### src/rtl/alu.sv
// Execute-stage integer ALU: 12 operations on two register-width operands.
// The result is computed combinationally and registered once (1-cycle latency).
module alu #(
  parameter int REG_LEN = 32,
  parameter int SHAMT_W = $clog2(REG_LEN)
) (
  input  logic               clk,
  input  logic               rst,
  input  logic [REG_LEN-1:0] alu_in1,
  input  logic [REG_LEN-1:0] alu_in2,
  input  logic [3:0]         alu_op,
  output logic [REG_LEN-1:0] alu_out
);

  localparam logic [3:0] OP_ADD   = 4'b0000;
  localparam logic [3:0] OP_SUB   = 4'b0001;
  localparam logic [3:0] OP_SLL   = 4'b0010;
  localparam logic [3:0] OP_SLT   = 4'b0011;
  localparam logic [3:0] OP_SLTU  = 4'b0100;
  localparam logic [3:0] OP_XOR   = 4'b0101;
  localparam logic [3:0] OP_SRL   = 4'b0110;
  localparam logic [3:0] OP_SRA   = 4'b0111;
  localparam logic [3:0] OP_OR    = 4'b1000;
  localparam logic [3:0] OP_AND   = 4'b1001;
  localparam logic [3:0] OP_PASSB = 4'b1010;
  localparam logic [3:0] OP_PASSA = 4'b1011;

  logic [SHAMT_W-1:0] w_shamt;
  logic               w_lt_s;
  logic               w_lt_u;
  logic [REG_LEN-1:0] w_result;
  logic [REG_LEN-1:0] r_result;

  // Only the low shift-amount bits matter; upper bits of operand B are ignored.
  assign w_shamt = alu_in2[SHAMT_W-1:0];
  assign w_lt_s  = $signed(alu_in1) < $signed(alu_in2);
  assign w_lt_u  = alu_in1 < alu_in2;

  always_comb begin
    w_result = '0;
    case (alu_op)
      OP_ADD:   w_result = alu_in1 + alu_in2;
      OP_SUB:   w_result = alu_in1 - alu_in2;
      OP_SLL:   w_result = alu_in1 << w_shamt;
      OP_SLT:   w_result = {{(REG_LEN-1){1'b0}}, w_lt_s};
      OP_SLTU:  w_result = {{(REG_LEN-1){1'b0}}, w_lt_u};
      OP_XOR:   w_result = alu_in1 ^ alu_in2;
      OP_SRL:   w_result = alu_in1 >> w_shamt;
      OP_SRA:   w_result = $unsigned($signed(alu_in1) >>> w_shamt);
      OP_OR:    w_result = alu_in1 | alu_in2;
      OP_AND:   w_result = alu_in1 & alu_in2;
      OP_PASSB: w_result = alu_in2;
      OP_PASSA: w_result = alu_in1;
      default:  w_result = '0;
    endcase
  end

  // Reset is asynchronous so the output clears without waiting for a clock edge.
  always_ff @(posedge clk or posedge rst) begin
    if (rst) begin
      r_result <= '0;
    end else begin
      r_result <= w_result;
    end
  end

  assign alu_out = r_result;

endmodule

### config.mk
export PLATFORM = sky130hd
export DESIGN_NAME = alu
export DESIGN_NICKNAME = d
export VERILOG_FILES = /design/src/rtl/alu.sv
export SDC_FILE = /design/constraint.sdc
export NUM_CORES = 1
export LEC_CHECK = 0
export BUFFER_PORTS_ARGS = -buffer_cell sky130_fd_sc_hd__buf_2
export CORE_MARGIN = 1
export CORE_UTILIZATION = 30
export CTS_CLUSTER_DIAMETER = 150
export DETAILED_ROUTE_END_ITERATION = 7
export PLACE_DENSITY = 0.53
export SYNTH_ARGS = -nofsm -noshare
export SYNTH_HDL_FRONTEND = slang
export SYNTH_SLANG_ARGS = --single-unit
export TNS_END_PERCENT = 5
### constraint.sdc
create_clock -name clk -period 1 [get_ports clk]
set_input_delay 0.2 -clock clk [delete_from_list [all_inputs] [get_ports clk]]
set_output_delay 0.2 -clock clk [all_outputs]
set_load 0.05 [all_outputs]
==> results of run 1 <==
==> per-stage QoR <==
step           setup TNS (ns)  instances  utilization  setup slack (ns)  total power [W]
2_1_floorplan          -49.73       1442            -             -1.96          0.00632
3_3_place_gp           -59.79       2466        0.456             -2.29           0.0110
3_5_place_dp           -60.30       2466        0.456             -2.24           0.0109
4_1_cts                -45.09       2480        0.481             -1.58           0.0138
5_1_grt                -46.43       2490        0.501             -1.61           0.0150
6_report               -43.93       2490        0.501             -1.56           0.0144
==> kinds of logic (layout without fill, tap and decap cells) <==
family	after synthesis	count (layout)	share of synthesized area
and+or+nand+nor	434	434	0.192
buffers and inverters	232	825	0.0885
DFF	32	32	0.0745
AOI/OAI and AO/OA	484	484	0.306
adders and majority gates	105	105	0.124
muxes	150	150	0.212
xor gates and xnor gates	5	5	0.00407
==> cells in the mapped netlist, drive strengths merged (17+ instances only) <==
cell type  count
dfrtp         32
o21ai         97
ha           103
o211ai        26
a21oi        113
nor2b         17
a211oi        25
a221oi        18
nand2         98
buf           50
mux2i         53
o221ai        17
nand3         36
a31oi         17
mux2          39
nor3          36
a22oi         18
clkbuf        66
mux4          58
nor2         155
inv          114
==> timing repair <==
| action | CTS | global route |
|---|---|---|
| cloned | 1 | 1 |
| hold buffers | 1 | 0 |
| gates resized for setup | 162 | 139 |
| setup buffers | 4 | 9 |
| pin swaps | 17 | 51 |
| hold endpoints to repair | 32 | 0 |
| endpoints found under the setup margin | 64 | 64 |
==> report_power, final <==
group          switching [W]  total (W)  internal (W)  leakage (nW)
combinational        0.00584     0.0106       0.00481          7.54
sequential          0.000123    0.00162       0.00150         0.392
clock               0.000828    0.00215       0.00132        0.0901
total                0.00679     0.0144       0.00763          8.02
==> layout make-up <==
type / count / area, µm² / share of cell area
clock inverters: 1 / 30.0 / 0.00172
repair buffers: 701 / 5550 / 0.318
flip-flops and latches: 32 / 801 / 0.0458
clock buffers: 7 / 153 / 0.00873
well taps: 455 / 569 / 0.0326
inverters: 116 / 470 / 0.0269
multi-input cells: 1178 / 9900 / 0.567
==> placed cells by master (no fill, tap or decap), types with 14 or more instances in the layout <==
cell and instances:
a22oi_1 17, o21ai_1 24, ha_1 78, mux4_2 58, mux2i_1 51, nor2_1 152
nor2b_1 15, o22ai_1 15, a31oi_1 14, a211oi_1 19, a221oi_1 14, o21ai_0 65
buf_6 52, a21oi_1 97, inv_1 88, inv_2 19, nand2_1 98, dfrtp_1 32
mux2_2 32, ha_4 15, nand3_1 35, a21o_1 16, nor3_1 31, o221ai_1 15
o211ai_1 25, buf_2 59, buf_4 570
==> layer usage <==
layer	up-vias	share of wire
met3	163	0.067
met5	-	0
met2	683	0.45
met1	7020	0.42
met4	0	0.058
li1	6642	-
==> worst max path at each step <==
stage | endpoint | slack (ns)
after floorplan | alu_out[28] | -1.96
after detailed placement | alu_out[11] | -2.24
after CTS | alu_out[26] | -1.58
after global routing | alu_out[29] | -1.61
final | alu_out[26] | -1.56
after global placement | alu_out[11] | -2.29
==> impl_metrics.tcl, run 1 <==
set metrics [dict create \
    synth.top_cell.area_share 0.121 \
    grt_max_degree 83 \
    crit_chain "buf_2, inv_4, ha_4, or4_4, or4_4, a21oi_4, o21a_4, o21a_1, nor2_1, or4_1, o2111ai_2" \
    grtUsageMet1 0.441 \
    drt_iter0_drc 1503 \
    tritoncts "done" \
    fillers 3495 \
    numCtsBuffers 5 \
    slew_headroom 0.547 \
    drc 0 \
    grt_pass1_wl_um 91100 \
    cts_max_path_buffers 2 \
    crit_type "in2reg" \
    synth.area.top_cells "mux4_2, ha_1, dfrtp_1" \
    antenna_cells 0 \
    busiest_layer "met2" \
    slew_violations 0 \
    synthesis.nets 1617 \
    timing.final.ws_setup_ns -1.56 \
    clk_pin_slew_ns 0.08 \
    firstDrtPassIters 5 \
    period_needed_ns 2.56 \
    ys_warn_count 0 \
    netlist_instances 1442 \
    synth_edf_count 0 \
    largest_reg_flops 32 \
    ant_nets 0 \
    critPathMaxFanout 3 \
    ios 102 \
    grt_antenna_before_repair 0 \
    p_leak_nw 8.02 \
    worst_ep_required_time_ns 1.23 \
    min_path_type "in2async" \
    drt_wl_total_um 62900 \
    final.period_utilization 2.56 \
    fmax_mhz 390 \
    final_cell_area_mm2 0.0175 \
    async_reset_ff_frac 1.00 \
    hold_viol 0 \
    tightest_slew_ns 0.675 \
    crit_top_cell "or4_4" \
    use_met2 0.545 \
    cp_slowest_cell "or4_4" \
    ys_types 91 \
    ir_drop_mv 0.797 \
    die_area_mm2 0.0366 \
    num_rows 68 \
    vias_per_cell 5.83 \
    status "complete, but fails checks" \
    wl_per_cell_um 25.3 \
    grt.total_usage 0.338 \
    synth_top_area_cell "mux4_2" \
    portBuffers 101 \
    nets 2209 \
    cpLargestDelayFamily "simple AND/OR/NAND/NOR gates" \
    grt_pass1_vias 14100 \
    syn-cell-area_mm2 0.0108 \
    dpl_cell_area_mm2 0.0159 \
    powerDensity_mw_per_mm2 825 \
    num_vias 14500 \
    dp_hpwl_um 50800 \
    h-tree-depth 2 \
    gp_congestion 1.02 \
    grt-ovfl-total 0 \
    startpoint "alu_in1[18]" \
    cts-root-buf "clkbuf_16" \
    setup-violations-final 64 \
    cts.sinks 32 \
    synthFlopType "dfrtp_1" \
    synth_area_per_cell_um2 7.46 \
    syn2layout_area_growth_pct 62.5 \
    holdWs_ns 0.472 \
    drv_cap 0 \
    arrival_ns 2.80 \
    cp-end-kind "flop" \
    synth-seq-cells 32 \
    grt_setup_unrepaired "yes" \
    yosysSeqAreaShare 0.0745 \
    start_kind "primary input" \
    max_stage_delay_ns 0.57 \
    violations "setup timing" \
    critical_path_cell_count 11 \
    die_h_um 191 \
    start_util 0.308 \
    path_buf_inv 2 \
    drive_gt1_frac 0.476 \
    core_mm2 0.0349 \
    die_w_um 191 \
    use_met3 0.0459 \
]
(Power assumes the default switching activity.)
==> run 2, diff against run 1 <==
- ABC_AREA: default -> 1
==> impl_metrics.tcl, run 2 <==
set metrics [dict create \
    status "complete, but fails checks" \
    violations "setup timing" \
    seqPwrFrac 0.114 \
    ys_warn_count 0 \
    power_frac_comb 0.746 \
    synth-seq-cells 32 \
    synthesis.nets 2488 \
    die_area_mm2 0.0391 \
    synth.area.top_cells "nand2_1, nand3_1, ha_1" \
    path_buf_inv 5 \
    whs_endpoint "alu_out[18]" \
    cts-root-buf "clkbuf_16" \
    crit_chain "buf_8, buf_12, ha_4, inv_2, fa_2, inv_2, nand3_2, nand3_4, buf_6, xor2_1, o22ai_1, nor2_1, nand4_1" \
    switchingPower_w 0.00718 \
    grt_pass1_wl_um 103000 \
    drt_iter0_drc 1738 \
    slew_violations 0 \
    hp-start "alu_in2[18]" \
    dpl_worst_slack_ns -1.24 \
    ios 102 \
    wl_per_cell_um 20.7 \
    clk_pin_slew_ns 0.07 \
    num_rows 71 \
    synth_top_area_cell "nand2_1" \
    grt-ovfl-total 0 \
    cp-end-kind "flop" \
    gp_congestion 1.04 \
    syn2layout_area_growth_pct 62.2 \
    tritoncts "done" \
    numCtsBuffers 5 \
    async_reset_ff_frac 1.00 \
    portBuffers 101 \
    synth_commonest_cells "nand2_1, nand3_1, inv_1" \
    critPathMaxFanout 4 \
    syn-cell-area_mm2 0.0115 \
    largest_reg_flops 32 \
    period_needed_ns 1.73 \
    cp_slowest_cell "fa_2" \
    drc 0 \
    synth.top_cell.area_share 0.275 \
    start_kind "primary input" \
    holdWs_ns 0.451 \
    h-tree-depth 2 \
    synth_area_per_cell_um2 4.97 \
    synth_edf_count 0 \
    yosysSeqAreaShare 0.0697 \
    grt_setup_unrepaired "yes" \
    grt.total_usage 0.353 \
    cts.sinks 32 \
    drt_wl_total_um 70400 \
    timing.final.ws_setup_ns -0.727 \
    drv_cap 0 \
    hold_viol 0 \
    startpoint "alu_in2[0]" \
    setup-violations-final 64 \
    grt_antenna_before_repair 0 \
    layout_commonest_cell "nand2_1" \
    drive_gt1_frac 0.349 \
    slew_headroom 0.683 \
    crit_top_cell "inv_2" \
    powerDensity_mw_per_mm2 754 \
    cpLargestDelayFamily "simple AND/OR/NAND/NOR gates" \
    antenna_cells 0 \
    cts_max_path_buffers 2 \
    final.period_utilization 1.73 \
    netlist_instances 2313 \
    p_leak_nw 10.2 \
    grt_max_degree 52 \
    clkPwrFrac 0.140 \
    die_h_um 198 \
    ir_drop_mv 0.673 \
    max_stage_delay_ns 0.36 \
    fmax_mhz 579 \
    die_w_um 198 \
    ant_nets 0 \
    synth.most_common_cell "nand2_1" \
    whs_path_depth 8 \
    firstDrtPassIters 6 \
    crit_type "in2reg" \
    start_util 0.305 \
    min_path_type "in2reg" \
    synthFlopType "dfrtp_1" \
    num_vias 18000 \
    core_mm2 0.0377 \
    tightest_slew_ns 0.472 \
    intPower_w 0.00687 \
    dp_hpwl_um 58200 \
    fillers 4099 \
    worst_ep_required_time_ns 1.13 \
    vias_per_cell 5.31 \
    final_cell_mix "nand2_1, buf_4, nand3_1" \
    ys_types 35 \
    arrival_ns 1.86 \
    sw_frac_of_total 0.511 \
    grt_pass1_vias 17300 \
    nets 3062 \
]
-- run 2: timing repair --
action | 4_1_cts | 5_1_grt
setup endpoints to repair | 64 | 64
pin swaps | 49 | 54
cloned | 1 | 3
hold endpoints to repair | 32 | 0
hold buffers | 1 | 0
setup buffers | 14 | 13
gates resized for setup | 327 | 182
-- run 2: layout make-up --
class,instances,area [µm²],area share
clock buffers,5,125,0.00671
well taps,511,639,0.0343
flip-flops and latches,32,802,0.0430
clock inverters,3,42.5,0.00228
repair buffers,662,5370,0.288
inverters,346,1340,0.0718
multi-input cells,1840,10300,0.554
-- run 2: cell families (layout without fill, tap and decap cells) --
family | count (synthesis) | count (layout) | share of synthesized area
XOR/XNOR | 2 | 2 | 0.00152
AO/OA/AOI/OAI | 196 | 196 | 0.0975
buffers and inverters | 441 | 1016 | 0.149
adder cells (fa/ha/maj) | 105 | 105 | 0.116
flip-flops | 32 | 32 | 0.0697
AND/OR/NAND/NOR | 1537 | 1537 | 0.566
-- run 2: how the worst max path moves through the flow --
| stage | endpoint | slack [ns] | cells after the start |
|---|---|---|---|
| CTS | alu_out[4] | -0.71 | 13 |
| global route | alu_out[4] | -0.77 | 13 |
| global placement | alu_out[0] | -1.26 | 11 |
| detailed placement | alu_out[29] | -1.24 | 13 |
| floorplan | alu_out[0] | -0.85 | 18 |
| finish | alu_out[4] | -0.73 | 13 |
-- run 2: per-stage QoR --
step	std cells	power [W]	setup TNS [ns]	utilization	cell area, µm²
2_1_floorplan	2313	0.00607	-25.20	-	11700
3_3_place_gp	3359	0.0104	-36.66	0.439	16500
3_5_place_dp	3359	0.0104	-37.05	0.439	16500
4_1_cts	3383	0.0134	-21.47	0.477	18000
5_1_grt	3399	0.0148	-25.07	0.495	18600
6_report	3399	0.0140	-22.17	0.495	18600
-- run 2: power by group through the flow --
| stage | sequential (W) | clock (W) | combinational (W) |
|---|---|---|---|
| detailed placement | 0.00157 | 0 | 0.00885 |
| floorplan | 0.00218 | 0 | 0.00388 |
| finish | 0.00160 | 0.00197 | 0.0105 |
| CTS | 0.00160 | 0.00198 | 0.00977 |
| global placement | 0.00157 | 0 | 0.00880 |
| global route | 0.00161 | 0.00201 | 0.0112 |
-- run 2: layer usage --
metal	track usage	routed length, µm	vias to the layer above
met5	0	0	-
met1	0.473	30200	8412
met4	0.167	3820	0
met2	0.565	30700	910
met3	0.0387	5620	188
li1	-	-	8537
